===== src/rtl/banner_pkg.sv =====
// Shared types and constants for the banner overlay.
package banner_pkg;

  // Sequencer states
  typedef enum logic [1:0] {
    ST_IDLE   = 2'd0,
    ST_REVEAL = 2'd1,
    ST_SHOW   = 2'd2
  } state_e;

  localparam int unsigned SCREEN_W = 640;
  localparam int unsigned SCREEN_H = 480;

  // 4-bit-per-channel pixel
  typedef struct packed {
    logic [3:0] red;
    logic [3:0] green;
    logic [3:0] blue;
  } rgb4_t;

endpackage


===== src/rtl/banner_seq.sv =====
// Banner sequencer: frame-start detection, per-frame position latch,
// IDLE/REVEAL/SHOW state machine with the reveal column, and the optional
// blink (enabled by defining BANNER_BLINK_EN).
module banner_seq
  import banner_pkg::*;
#(
  parameter int unsigned IMG_W        = 360,
  parameter int unsigned REVEAL_STEP  = 8,
  parameter int unsigned BLINK_FRAMES = 30,
  parameter int unsigned COL_W        = $clog2(IMG_W + 1)
) (
  input  logic             vga_clk,
  input  logic             reset_n,
  input  logic [9:0]       DrawX,
  input  logic [9:0]       DrawY,
  input  logic [9:0]       pos_x,
  input  logic [9:0]       pos_y,
  input  logic             show,
  output logic [9:0]       px,
  output logic [9:0]       py,
  output state_e           state,
  output logic [COL_W-1:0] reveal_col,
  output logic             blink_on,
  output logic             banner_done
);

  // A zero step would never finish the reveal; a zero blink period is meaningless.
  if (BLINK_FRAMES < 32'd1 || REVEAL_STEP < 32'd1) begin : g_bad_param
    $error("banner_seq: BLINK_FRAMES and REVEAL_STEP must be at least 1");
  end

  logic             at_origin_s;
  logic             frame_start_s;
  logic             origin_q;
  logic [9:0]       px_d, px_q, py_d, py_q;
  state_e           state_d, state_q;
  logic [COL_W-1:0] col_d, col_q, base_s, sat_s;
  logic [31:0]      sum_s;
  logic             done_q;

  // Edge-detect the origin so a held (0,0) still gives a single pulse.
  assign at_origin_s   = (DrawX == 10'd0) && (DrawY == 10'd0);
  assign frame_start_s = at_origin_s && !origin_q;

  // Position latches only at frame start; the origin pixel already sees the new value.
  always_comb begin
    px_d = px_q;
    py_d = py_q;
    if (frame_start_s) begin
      px_d = pos_x;
      py_d = pos_y;
    end else begin
      px_d = px_q;
      py_d = py_q;
    end
  end

  // Next-state and reveal column; dropping show wins over everything.
  always_comb begin
    state_d = state_q;
    col_d   = col_q;
    base_s  = (state_q == ST_IDLE) ? {COL_W{1'b0}} : col_q;
    sum_s   = 32'(base_s) + REVEAL_STEP;
    sat_s   = (sum_s >= IMG_W) ? COL_W'(IMG_W) : COL_W'(sum_s);
    if (!show) begin
      state_d = ST_IDLE;
      col_d   = {COL_W{1'b0}};
    end else if (frame_start_s) begin
      case (state_q)
        ST_IDLE, ST_REVEAL: begin
          col_d   = sat_s;
          state_d = (sat_s == COL_W'(IMG_W)) ? ST_SHOW : ST_REVEAL;
        end
        ST_SHOW: begin
          col_d   = col_q;
          state_d = ST_SHOW;
        end
        default: begin
          col_d   = {COL_W{1'b0}};
          state_d = ST_IDLE;
        end
      endcase
    end else begin
      state_d = state_q;
      col_d   = col_q;
    end
  end

  // Sequencer state registers.
  always_ff @(posedge vga_clk or negedge reset_n) begin
    if (!reset_n) begin
      origin_q <= 1'b0;
      px_q     <= 10'd0;
      py_q     <= 10'd0;
      state_q  <= ST_IDLE;
      col_q    <= {COL_W{1'b0}};
      done_q   <= 1'b0;
    end else begin
      origin_q <= at_origin_s;
      px_q     <= px_d;
      py_q     <= py_d;
      state_q  <= state_d;
      col_q    <= col_d;
      done_q   <= (state_d == ST_SHOW);
    end
  end

`ifdef BANNER_BLINK_EN
  localparam int unsigned BLK_W = $clog2(BLINK_FRAMES + 1);

  logic [BLK_W-1:0] blink_cnt_d, blink_cnt_q;
  logic             blink_on_d, blink_on_q;

  // Count frame starts in SHOW, toggling visibility every BLINK_FRAMES; start visible.
  always_comb begin
    blink_cnt_d = blink_cnt_q;
    blink_on_d  = blink_on_q;
    if (state_d != ST_SHOW) begin
      blink_cnt_d = {BLK_W{1'b0}};
      blink_on_d  = 1'b1;
    end else if (state_q == ST_SHOW && frame_start_s) begin
      if (32'(blink_cnt_q) + 32'd1 == BLINK_FRAMES) begin
        blink_cnt_d = {BLK_W{1'b0}};
        blink_on_d  = ~blink_on_q;
      end else begin
        blink_cnt_d = blink_cnt_q + BLK_W'(1);
        blink_on_d  = blink_on_q;
      end
    end else begin
      blink_cnt_d = blink_cnt_q;
      blink_on_d  = blink_on_q;
    end
  end

  // Blink registers.
  always_ff @(posedge vga_clk or negedge reset_n) begin
    if (!reset_n) begin
      blink_cnt_q <= {BLK_W{1'b0}};
      blink_on_q  <= 1'b1;
    end else begin
      blink_cnt_q <= blink_cnt_d;
      blink_on_q  <= blink_on_d;
    end
  end

  assign blink_on = blink_on_q;
`else
  assign blink_on = 1'b1;
`endif

  assign px          = px_d;
  assign py          = py_d;
  assign state       = state_q;
  assign reveal_col  = col_q;
  assign banner_done = done_q;

endmodule


===== src/rtl/banner_overlay.sv =====
// Banner overlay: composites a scaled, keyed, palette-indexed ROM image over
// the background stream with a fixed 3-cycle latency and a per-frame reveal wipe.
// Optional blink in SHOW is enabled by defining BANNER_BLINK_EN.
module banner_overlay
  import banner_pkg::*;
#(
  parameter int unsigned IMG_W        = 360,
  parameter int unsigned IMG_H        = 75,
  parameter int unsigned IDX_W        = 3,
  parameter int unsigned SCALE_LOG2   = 0,
  parameter int unsigned KEY_IDX      = 0,
  parameter int unsigned REVEAL_STEP  = 8,
  parameter int unsigned BLINK_FRAMES = 30,
  parameter int unsigned ADDR_W       = $clog2(IMG_W * IMG_H)
) (
  input  logic              vga_clk,
  input  logic              reset_n,
  input  logic [9:0]        DrawX,
  input  logic [9:0]        DrawY,
  input  logic              blank,
  input  logic [9:0]        pos_x,
  input  logic [9:0]        pos_y,
  input  logic              show,
  input  logic [3:0]        bg_red,
  input  logic [3:0]        bg_green,
  input  logic [3:0]        bg_blue,
  output logic [ADDR_W-1:0] rom_addr,
  input  logic [IDX_W-1:0]  rom_q,
  output logic [IDX_W-1:0]  pal_index,
  input  logic [3:0]        pal_red,
  input  logic [3:0]        pal_green,
  input  logic [3:0]        pal_blue,
  output logic [3:0]        red,
  output logic [3:0]        green,
  output logic [3:0]        blue,
  output logic              banner_done
);

  localparam int unsigned COL_W = $clog2(IMG_W + 1);

  logic [9:0]       px_s, py_s;
  state_e           state_s;
  logic [COL_W-1:0] reveal_col_s;
  logic             blink_on_s;

  banner_seq #(
    .IMG_W       (IMG_W),
    .REVEAL_STEP (REVEAL_STEP),
    .BLINK_FRAMES(BLINK_FRAMES),
    .COL_W       (COL_W)
  ) u_seq (
    .vga_clk    (vga_clk),
    .reset_n    (reset_n),
    .DrawX      (DrawX),
    .DrawY      (DrawY),
    .pos_x      (pos_x),
    .pos_y      (pos_y),
    .show       (show),
    .px         (px_s),
    .py         (py_s),
    .state      (state_s),
    .reveal_col (reveal_col_s),
    .blink_on   (blink_on_s),
    .banner_done(banner_done)
  );

  logic [10:0]       dx_s, dy_s;
  logic [9:0]        lx_d, ly_s;
  logic              in_box_d;
  logic [ADDR_W-1:0] rom_addr_d, rom_addr_q;
  rgb4_t             bg_s;

  logic              in_box1_q, in_box2_q;
  logic [9:0]        lx1_q, lx2_q;
  logic              blank1_q, blank2_q;
  rgb4_t             bg1_q, bg2_q;

  logic              visible_s;
  rgb4_t             pal_s, rgb_d, rgb_q;

  assign bg_s  = '{red: bg_red, green: bg_green, blue: bg_blue};
  assign pal_s = '{red: pal_red, green: pal_green, blue: pal_blue};

  // S1 combinational: offset with borrow (so right/bottom never wrap), scale by shift, address.
  always_comb begin
    dx_s     = {1'b0, DrawX} - {1'b0, px_s};
    dy_s     = {1'b0, DrawY} - {1'b0, py_s};
    lx_d     = dx_s[9:0] >> SCALE_LOG2;
    ly_s     = dy_s[9:0] >> SCALE_LOG2;
    in_box_d = !dx_s[10] && !dy_s[10] && (32'(lx_d) < IMG_W) && (32'(ly_s) < IMG_H);
    if (in_box_d) begin
      rom_addr_d = ADDR_W'(32'(ly_s) * IMG_W + 32'(lx_d));
    end else begin
      rom_addr_d = {ADDR_W{1'b0}};
    end
  end

  // S1/S2 pipeline: address to ROM, side-band delayed to line up with rom_q.
  always_ff @(posedge vga_clk or negedge reset_n) begin
    if (!reset_n) begin
      rom_addr_q <= {ADDR_W{1'b0}};
      in_box1_q  <= 1'b0;
      lx1_q      <= 10'd0;
      blank1_q   <= 1'b0;
      bg1_q      <= '{red: 4'd0, green: 4'd0, blue: 4'd0};
      in_box2_q  <= 1'b0;
      lx2_q      <= 10'd0;
      blank2_q   <= 1'b0;
      bg2_q      <= '{red: 4'd0, green: 4'd0, blue: 4'd0};
    end else begin
      rom_addr_q <= rom_addr_d;
      in_box1_q  <= in_box_d;
      lx1_q      <= lx_d;
      blank1_q   <= blank;
      bg1_q      <= bg_s;
      in_box2_q  <= in_box1_q;
      lx2_q      <= lx1_q;
      blank2_q   <= blank1_q;
      bg2_q      <= bg1_q;
    end
  end

  // S3 combinational: keyed, revealed, state-gated composite.
  always_comb begin
    visible_s = blank2_q && in_box2_q && (rom_q != IDX_W'(KEY_IDX)) &&
                (32'(lx2_q) < 32'(reveal_col_s)) && (state_s != ST_IDLE) && blink_on_s;
    if (!blank2_q) begin
      rgb_d = '{red: 4'd0, green: 4'd0, blue: 4'd0};
    end else if (visible_s) begin
      rgb_d = pal_s;
    end else begin
      rgb_d = bg2_q;
    end
  end

  // S3 output register.
  always_ff @(posedge vga_clk or negedge reset_n) begin
    if (!reset_n) begin
      rgb_q <= '{red: 4'd0, green: 4'd0, blue: 4'd0};
    end else begin
      rgb_q <= rgb_d;
    end
  end

  assign rom_addr  = rom_addr_q;
  assign pal_index = rom_q;
  assign red       = rgb_q.red;
  assign green     = rgb_q.green;
  assign blue      = rgb_q.blue;

endmodule


===== config.mk =====
export PLATFORM = sky130hd
export DESIGN_NAME = banner_overlay
export DESIGN_NICKNAME = d
export VERILOG_FILES = /design/src/rtl/banner_pkg.sv /design/src/rtl/banner_seq.sv /design/src/rtl/banner_overlay.sv
export SDC_FILE = /design/constraint.sdc
export NUM_CORES = 1
export LEC_CHECK = 0
export ABC_AREA = 1
export CAP_MARGIN = 10
export CELL_PAD_IN_SITES_DETAIL_PLACEMENT = 0
export CELL_PAD_IN_SITES_GLOBAL_PLACEMENT = 1
export CORE_UTILIZATION = 42
export DETAILED_ROUTE_END_ITERATION = 12
export GPL_ROUTABILITY_DRIVEN = 0
export PLACE_DENSITY_LB_ADDON = 0.25
export SYNTH_ARGS = -nofsm -noshare
export SYNTH_HDL_FRONTEND = slang
export SYNTH_SLANG_ARGS = --single-unit

===== constraint.sdc =====
create_clock -name vga_clk -period 15.4 [get_ports vga_clk]
set_input_delay 3.08 -clock vga_clk [delete_from_list [all_inputs] [get_ports vga_clk]]
set_output_delay 3.08 -clock vga_clk [all_outputs]
set_load 0.02 [all_outputs]

==> results.yml <==
global_routing:
  first_global_vias: 5086
  antenna_found_initial: 0
  grt_max_degree: 63
  grt_overflow: 0
  grt_first_pass_wirelength_um: 23400
  grt_use_total: 0.188
detailed_routing:
  vias_per_cell: 4.80
  avgRoutedWirePerCell_um: 13.4
  routed_wl_um: 13600
  vias: 4867
  drtIter0Drc: 213
  drc: 12
  ant_nets: 0
  drtPass1Iterations: 9
synthesis:
  synthSimpleGateAreaFrac: 0.209
  syn_inst: 722
  synthDistinctLibCells: 44
  synth_area_sq_um: 6350
  muxShareOfSynthArea: 0
  ys_seq_elements: 108
  synth_top_family_by_area: "simple AND/OR/NAND/NOR gates"
  synth_top_area_frac: 0.426
  synth_xor_area_frac: 0.0471
  synth_nets: 857
  ys_top_cells_by_count: "137 x inv_1, 108 x dfrtp_1, 87 x nand2_1, 87 x nor2_1, 51 x ha_1"
  synth_edf_count: 0
  synth_top_flop_cell: "dfrtp_1"
  ys_seq_area_frac: 0.426
  synthTopCellsByArea: "dfrtp_1 43%, ha_1 10%, inv_1 8.1%"
  synth_compound_area_frac: 0.0843
  synth_most_common_cell: "inv_1"
  synth.yosys.warnings: 0
  synthAdderAreaFrac: 0.141
  yosysTopAreaCell: "dfrtp_1"
  synth.avg_cell_area_sq_um: 8.79
  synth-async-reset-ratio: 1.00
timing:
  fin_crit_sh: 0.604
  slew_headroom: 0.469
  fmax_mhz: 108
  worst_pin_slew_ns: 0.797
  finalMaxSlewViolations: 0
  rsz0062_at_grt: "no"
  setup-tns-final_ns: 0
  final.min_clock_period_ns: 9.30
  holdWs_ns: 0.346
  finalSetupViolCount: 0
  hold_viol: 0
  finClkSkew_ns: 0.00840
worst_setup_path:
  worstPathRequired_ns: 15.65
  start_kind: "input pin"
  r2r_slack_ns: 9.05
  critical_path_class: "in2reg"
  path_common_cell: "inv_1"
  reg2reg_to: "rom_addr[14]"
  ff2ff_path_depth: 30
  end_kind: "register"
  cp.arrival_ns: 9.55
  crit_fanout: 24
  r2r-start: "u_seq.origin_q"
  worst_path_max_delay_cell: "inv_1"
  max_stage_delay_ns: 0.61
placed_design:
  placed_area_sq_um: 7530
  dpl.hpwl_um: 10900
  place.port_buffers: 101
  dp_cells: 998
finish:
  finalNonFillerCells: 1014
  fill_cells: 1356
  num_antenna_cells: 0
  fin_area_sq_um: 7850
  nets: 960
  syn2layout_area_growth_pct: 23.6
  drive_gt1_frac: 0.106
run_status:
  violations: "design-rule violations"
  status: "finished with violations"
floorplan:
  dieArea_sq_um: 15600
  die_h_um: 125
  rows: 44
  start_util: 0.434
  core_sq_um: 14600
  chipWidth_um: 125
  ios: 102
cts:
  post_cts_buffers: 0
  cts_tree: "yes"
  clk_latency_ns: 0.35
  cts_inserted_buffers: 9
  cts_htree_levels: 3
  clkTransAtPathRegs_ns: 0.08
  ctsLongestPathBuffers: 2
  postCtsResizedCells: 0
  cts_num_sinks: 108
  cts_root_buffer: "clkbuf_16"
  cts-hold-fix-buffers: 0
worst_hold_path:
  hold_depth: 0
  whs_endpoint: "lx2_q[8]"
  hp-start: "lx1_q[8]"
  hold_path_class: "reg2reg"
power:
  p_leak_nw: 3.97
  vdd_drop_max_mv: 0.0798
  totalPowerFinal_uw: 866
  p_per_area_nw_per_um2: 110
run:
  maxCapViolCount: 0
-- registers in the layout, indices dropped and copies added (netlist names), 9 cells and up --
name / flops
u_seq.px_q: 10
u_seq.py_q: 10
rom_addr: 15
bg1_q: 12
bg2_q: 12
u_seq.reveal_col: 9
lx1_q: 10
lx2_q: 10
-- report_power, final --
group / leakage [nW] / total (mW) / switching (mW) / internal (mW)
clock: 0.152 / 0.236 / 0.119 / 0.118
combinational: 2.44 / 0.332 / 0.193 / 0.139
sequential: 1.38 / 0.297 / 0.00335 / 0.294
total: 3.97 / 0.866 / 0.315 / 0.551
-- stage by stage --
stage	util	setup WS [ns]
global placement	0.514	5.84
CTS	0.536	6.08
finish	0.536	6.10
detailed placement	0.514	5.74
floorplan	-	7.11
global route	0.536	5.45
-- final cells by class --
cell class / instances / area, sq um / share of cell area
inverter: 140 / 526 / 0.0670
tap: 184 / 230 / 0.0293
clock inverter: 7 / 91.3 / 0.0116
sequential: 108 / 2700 / 0.344
clock buffer: 9 / 225 / 0.0287
timing repair buffer: 102 / 1020 / 0.129
multi-input combinational: 464 / 3060 / 0.390
-- how the worst max path moves through the flow --
stage               slack, ns      from           end  cells after the start
floorplan                7.11  DrawY[0]  rom_addr[14]                     34
global placement         5.84  DrawY[5]  rom_addr[14]                     33
detailed placement       5.74  DrawY[4]  rom_addr[14]                     34
CTS                      6.08  DrawY[4]  rom_addr[14]                     33
global route             5.45  DrawY[3]  rom_addr[14]                     35
finish                   6.10  DrawY[4]  rom_addr[14]                     33
-- logic make-up (layout without fill, tap and decap cells) --
family	count (synthesis)	in the layout
buffers and inverters	150	258
and+or+nand+nor	277	277
adders and majority gates	64	64
DFF	108	108
xor gates and xnor gates	29	29
AOI/OAI and AO/OA	94	94
-- layer usage --
layer / global-route usage / up-vias / wire [um]
met4: 0.0667 / 0 / 279
met3: 0.0308 / 22 / 362
met2: 0.338 / 85 / 6890
li1: - / 2474 / -
met5: 0 / - / 0
met1: 0.228 / 2286 / 6090
-- critical path, delay by kind of cell --
kind	cells	cell delay [ns]
AO/OA/AOI/OAI	3	0.51
XOR/XNOR	3	0.70
adder cells (fa/ha/maj)	6	2.02
buffers and inverters	7	1.37
AND/OR/NAND/NOR	14	1.84
-- placed cells by master, fill, tap and decap left out, drive strengths merged, types with 21 or more instances in the layout --
cell type      netlist  layout
a21oi               27      27
clkdlybuf4s50        0     100
dfrtp              108     108
ha                  51      51
inv                140     143
nand2              106     106
nand3               40      40
nor2               104     104
o21ai               40      40
xor2                21      21
(Power assumes the default switching activity.)
